File: src/rtl/switch_conditioner_pkg.sv
// Shared switch constants used by the conditioner and the pattern detector.
package switch_conditioner_pkg;

    localparam int unsigned SW_COUNT                = 11;
    localparam int unsigned SW_EN_IDX               = 10;
    localparam int unsigned DEBOUNCE_10MS_AT_100MHZ = 1000000;

endpackage

File: src/rtl/switch_conditioner_if.sv
// Switch bundle between the raw pins, the conditioner and its consumers.
interface switch_conditioner_if
    import switch_conditioner_pkg::*;
#(
    parameter int unsigned N_SW = SW_COUNT
) ();

    logic [N_SW-1:0] sw_raw;
    logic [N_SW-1:0] sw_stable;
    logic            sw_changed;
    logic            en_rise;
    logic            en_fall;

    modport master (
        output sw_raw,
        input  sw_stable,
        input  sw_changed,
        input  en_rise,
        input  en_fall
    );

    modport slave (
        input  sw_raw,
        output sw_stable,
        output sw_changed,
        output en_rise,
        output en_fall
    );

endinterface

File: src/rtl/switch_debounce_bit.sv
// One switch bit: 2-FF synchronizer followed by a consecutive-cycle debounce counter.
module switch_debounce_bit
    import switch_conditioner_pkg::*;
#(
    parameter int unsigned DEBOUNCE_CYCLES = DEBOUNCE_10MS_AT_100MHZ
) (
    input  logic clk,
    input  logic rst,
    input  logic raw,
    output logic deb
);

    localparam int unsigned     CNT_W   = $clog2(DEBOUNCE_CYCLES);
    localparam logic [CNT_W-1:0] CNT_MAX = CNT_W'(DEBOUNCE_CYCLES - 1);

    logic             sync1;
    logic             sync2;
    logic [CNT_W-1:0] cnt;

    // Any sample matching the accepted level restarts the run, so the counter never wraps.
    always_ff @(posedge clk or posedge rst) begin
        if (rst) begin
            sync1 <= 1'b0;
            sync2 <= 1'b0;
            deb   <= 1'b0;
            cnt   <= '0;
        end else begin
            sync1 <= raw;
            sync2 <= sync1;
            if (sync2 == deb) begin
                cnt <= '0;
            end else if (cnt == CNT_MAX) begin
                deb <= sync2;
                cnt <= '0;
            end else begin
                cnt <= cnt + CNT_W'(1);
            end
        end
    end

endmodule

File: src/rtl/switch_conditioner.sv
// Debounces all slide switches, optionally freezes the pattern while scanning, and emits edge strobes.
module switch_conditioner
    import switch_conditioner_pkg::*;
#(
    parameter int unsigned N_SW            = SW_COUNT,
    parameter int unsigned DEBOUNCE_CYCLES = DEBOUNCE_10MS_AT_100MHZ,
    parameter bit          LOCK_PATTERN    = 1'b1
) (
    input  logic                 clk,
    input  logic                 rst,
    switch_conditioner_if.slave  bus
);

    localparam int unsigned EN_IDX = N_SW - 1;

    logic [N_SW-1:0] deb;
    logic [N_SW-1:0] stable;
    logic [N_SW-1:0] stable_c;
    logic            changed;
    logic            rise;
    logic            fall;

    for (genvar i = 0; i < int'(N_SW); i++) begin : g_bit
        switch_debounce_bit #(
            .DEBOUNCE_CYCLES(DEBOUNCE_CYCLES)
        ) u_deb (
            .clk(clk),
            .rst(rst),
            .raw(bus.sw_raw[i]),
            .deb(deb[i])
        );
    end

    // Pattern follows deb unless the currently visible enable is holding it.
    always_comb begin
        stable_c         = stable;
        stable_c[EN_IDX] = deb[EN_IDX];
        if (!LOCK_PATTERN || !stable[EN_IDX]) begin
            stable_c[EN_IDX-1:0] = deb[EN_IDX-1:0];
        end
    end

    always_ff @(posedge clk or posedge rst) begin
        if (rst) begin
            stable  <= '0;
            changed <= 1'b0;
            rise    <= 1'b0;
            fall    <= 1'b0;
        end else begin
            stable  <= stable_c;
            changed <= (stable_c != stable);
            rise    <= stable_c[EN_IDX] & ~stable[EN_IDX];
            fall    <= ~stable_c[EN_IDX] & stable[EN_IDX];
        end
    end

    assign bus.sw_stable  = stable;
    assign bus.sw_changed = changed;
    assign bus.en_rise    = rise;
    assign bus.en_fall    = fall;

endmodule

File: src/flat_wrapper.sv
// flat-port wrapper written by rule: the top's interface ports become plain ports
module switch_conditioner_flat import switch_conditioner_pkg::*;
#(
    parameter int unsigned N_SW            = SW_COUNT,
    parameter int unsigned DEBOUNCE_CYCLES = DEBOUNCE_10MS_AT_100MHZ,
    parameter bit          LOCK_PATTERN    = 1'b1
)
  (clk, rst, bus_sw_raw, bus_sw_stable, bus_sw_changed, bus_en_rise, bus_en_fall);
  switch_conditioner_if #(.N_SW(N_SW)) bus_i ();
  input  logic clk;
  input  logic rst;
  input wire logic [$bits(bus_i.sw_raw)-1:0] bus_sw_raw;
  output wire logic [$bits(bus_i.sw_stable)-1:0] bus_sw_stable;
  output wire logic [$bits(bus_i.sw_changed)-1:0] bus_sw_changed;
  output wire logic [$bits(bus_i.en_rise)-1:0] bus_en_rise;
  output wire logic [$bits(bus_i.en_fall)-1:0] bus_en_fall;
  assign bus_i.sw_raw = bus_sw_raw;
  assign bus_sw_stable = bus_i.sw_stable;
  assign bus_sw_changed = bus_i.sw_changed;
  assign bus_en_rise = bus_i.en_rise;
  assign bus_en_fall = bus_i.en_fall;
  switch_conditioner #(.N_SW(N_SW), .DEBOUNCE_CYCLES(DEBOUNCE_CYCLES), .LOCK_PATTERN(LOCK_PATTERN)) u_core (.clk(clk), .rst(rst), .bus(bus_i));
endmodule
File: config.mk
export PLATFORM = sky130hd
export DESIGN_NAME = switch_conditioner_flat
export DESIGN_NICKNAME = d
export VERILOG_FILES = /design/src/rtl/switch_conditioner_pkg.sv /design/src/rtl/switch_conditioner_if.sv /design/src/rtl/switch_debounce_bit.sv /design/src/rtl/switch_conditioner.sv /design/src/flat_wrapper.sv
export SDC_FILE = /design/constraint.sdc
export NUM_CORES = 1
export LEC_CHECK = 0
export BUFFER_PORTS_ARGS = -buffer_cell sky130_fd_sc_hd__buf_2
export CAP_MARGIN = 5
export CORE_ASPECT_RATIO = 1.5
export CORE_MARGIN = 2
export CORE_UTILIZATION = 34
export CTS_BUF_LIST = sky130_fd_sc_hd__clkbuf_8 sky130_fd_sc_hd__clkbuf_16
export DETAILED_ROUTE_END_ITERATION = 12
export GPL_ROUTABILITY_DRIVEN = 0
export PLACE_DENSITY = 0.55
export SYNTH_ARGS = -nofsm -noshare
export SYNTH_HDL_FRONTEND = slang
export SYNTH_SLANG_ARGS = --single-unit
File: constraint.sdc
create_clock -name clk -period 14.11 [get_ports clk]
set_input_delay 2.822 -clock clk [delete_from_list [all_inputs] [get_ports clk]]
set_output_delay 2.822 -clock clk [all_outputs]
set_load 0.02 [all_outputs]
==> results_dict.tcl <==
set metrics [dict create \
    postSynthCellCount 1260 \
    grt_use_total_pct 13.4 \
    core-area_um2 36800 \
    grt-ovfl-total 0 \
    vias_per_cell 5.08 \
    drv_cap 0 \
    cp.depth 1 \
    io_buffers 26 \
    period_share_pct 31.2 \
    worstRegToRegCells 5 \
    clk_latency_ns 0.55 \
    p_per_area_nw_per_um2 110 \
    critPathMaxStageDelay_ns 0.75 \
    first_pass_iters 4 \
    antenna_left 0 \
    synth_area_leader_cell "dfrtp_1" \
    cts_tree "done" \
    synth_top_area_share_pct 52.7 \
    nets 1322 \
    regToRegSetupSlack_ns 11.82 \
    crit_path_start_kind "register" \
    synth_edf_count 0 \
    route.detailed.drc 0 \
    nFillCells 3668 \
    hold_path_class "reg2reg" \
    clock_skew_ns 0.0168 \
    synth_area_um2 12700 \
    grt_pass1_vias 9430 \
    clk_path_buf_depth 3 \
    synth-seq-area-share_pct 52.7 \
    hold-path-cell-count 0 \
    path_clk_slew_ns 0.06 \
    outcome "complete, no violations" \
    grt_max_degree 152 \
    slew_violations 0 \
    wl_per_cell_um 13.8 \
    crit_family "flip-flops" \
    pin_count 27 \
    grt_pass1_wl_um 44300 \
    fin_util_pct 39.0 \
    path_buf_inv 1 \
    hp-start "u_core.g_bit[7].u_deb.sync1" \
    drtIter0Drc 416 \
    worstPathArrival_ns 1.58 \
    avgSynthCellArea_um2 10.1 \
    worst_setup_path_end_kind "output port" \
    num_vias 9148 \
    die-area_um2 38900 \
    antenna_found_initial 0 \
    area_delta_synth_final_pct 13.2 \
    cts_buffers 28 \
    fp-row-count 86 \
    hold_viol_final 0 \
    power_leakage_nw 5.77 \
    tns_ns 0 \
    die_w_um 162 \
    cts_hold_buf 0 \
    worstSetupPathType "reg2out" \
    grt_setup_unrepaired "false" \
    synth-seq-cells 267 \
    vdd_ir_drop_max_v 0.0000977 \
    drive_gt1_share_pct 9.11 \
    syn_nets 1286 \
    holdWs_ns 0.348 \
    dp_hpwl_um 16400 \
    post_cts_buffers 0 \
    relSlewSlack_pct 41.1 \
    antenna_cells 0 \
    async_reset_ff_share_pct 100 \
    htreeDepth 1 \
    max_freq_mhz 227 \
    r2r_start "u_core.g_bit[8].u_deb.cnt[16]" \
    die_h_um 241 \
    ctsRootBufferMaster "clkbuf_16" \
    min_to "u_core.g_bit[7].u_deb.sync2" \
    synthTopCellsByArea "dfrtp_1 53%, xnor2_1 7.8%, nor2_1 6.0%" \
    worst_ep_required_time_ns 11.29 \
    wirelength_um 24900 \
    ys.flop_type "dfrtp_1" \
    cp_max_fo 14 \
    worstPathCellList "buf_2" \
    r2r-end "u_core.g_bit[8].u_deb.cnt[7]" \
    ys_types 45 \
    tightest_slew_ns 0.874 \
    cts_resized 0 \
    initial_utilization_pct 34.5 \
    clkSinkCount 267 \
    cp_slowest_cell "dfrtp_1" \
    synth_warnings 0 \
    min_period_ns 4.40 \
    setup_viol 0 \
]
-- synth_stat cells (28+ instances only) --
master     n
nor2_1   204
or4_1     28
dfrtp_1  267
xnor2_1  113
a21oi_1   45
o21ai_0   30
inv_1     41
nand2_1   58
nand3_1   74
nor4_1    40
nor3_1    40
xor2_1    59
nand4_1   59
-- cell usage in the layout, fill, tap and decap left out, drive strengths merged, types with 40 or more instances in the layout --
master,n
dfrtp,267
nor2,204
xnor2,113
nand3,74
nand4,61
xor2,59
nand2,58
inv,48
a21oi,46
nor4,40
nor3,40
-- state kept, by name, summed over array words and instances (netlist names) --
| name | cells |
|---|---|
| u_core.bus.sw_changed | 1 |
| u_core.g_bit.u_deb.sync2 | 11 |
| u_core.bus.en_fall | 1 |
| u_core.g_bit.u_deb.sync1 | 11 |
| u_core.bus.en_rise | 1 |
| u_core.bus.sw_stable | 11 |
| u_core.g_bit.u_deb.cnt | 220 |
| u_core.g_bit.u_deb.deb | 11 |
-- final cells by class --
cell class / count / area (um^2) / area share (%)
Tap cell: 484 / 606 / 4.22
Clock buffer: 39 / 863 / 6.02
Inverter: 41 / 161 / 1.12
Timing Repair Buffer: 38 / 233 / 1.62
Multi-Input combinational cell: 920 / 5730 / 39.9
Sequential cell: 267 / 6680 / 46.6
Clock inverter: 12 / 78.8 / 0.549
-- worst max-delay path by stage --
stage                                   startpoint                            end  slack, ns
after detailed placement                       rst  u_core.g_bit[3].u_deb.cnt[10]       9.69
after CTS                 u_core.bus.sw_stable[10]              bus_sw_stable[10]       9.66
after global routing      u_core.bus.sw_stable[10]              bus_sw_stable[10]       9.63
final                     u_core.bus.sw_stable[10]              bus_sw_stable[10]       9.71
after global placement                         rst   u_core.g_bit[3].u_deb.cnt[8]       9.68
after floorplan                                rst             u_core.bus.en_fall       3.93
-- where the power goes --
group          total (W)  internal, W  switching (W)
sequential      0.000786     0.000777     0.00000986
clock           0.000743     0.000440       0.000302
combinational  0.0000461    0.0000127      0.0000334
-- metal layers --
layer | GRT usage (%) | part of all wire, % | up-vias
met2 | 24.4 | 51 | 84
met4 | 3.92 | 1.8 | 0
met5 | 0 | 0 | -
met3 | 1.90 | 2.7 | 24
met1 | 16.4 | 44 | 4519
li1 | - | - | 4521
-- kinds of logic after synthesis --
group           Yosys count  share of synthesized area, %
mux                      25                          2.18
xor+xnor                172                          11.9
compound gates          101                          4.52
fa+ha+maj                13                          1.28
simple gates            609                          25.2
flops                   267                          52.7
buf+inv                  73                          2.28
-- per-stage QoR --
step / area [um^2] / std cells / setup WS [ns] / total power, W
global placement: 13400 / 1750 / 9.68 / 0.000848
detailed placement: 13400 / 1750 / 9.69 / 0.000849
finish: 14400 / 1801 / 9.71 / 0.00158
global route: 14400 / 1801 / 9.63 / 0.00165
floorplan: 12700 / 1260 / 3.93 / 0.000832
CTS: 14400 / 1801 / 9.66 / 0.00161
No activity file was read; power rests on OpenSTA's default activity.
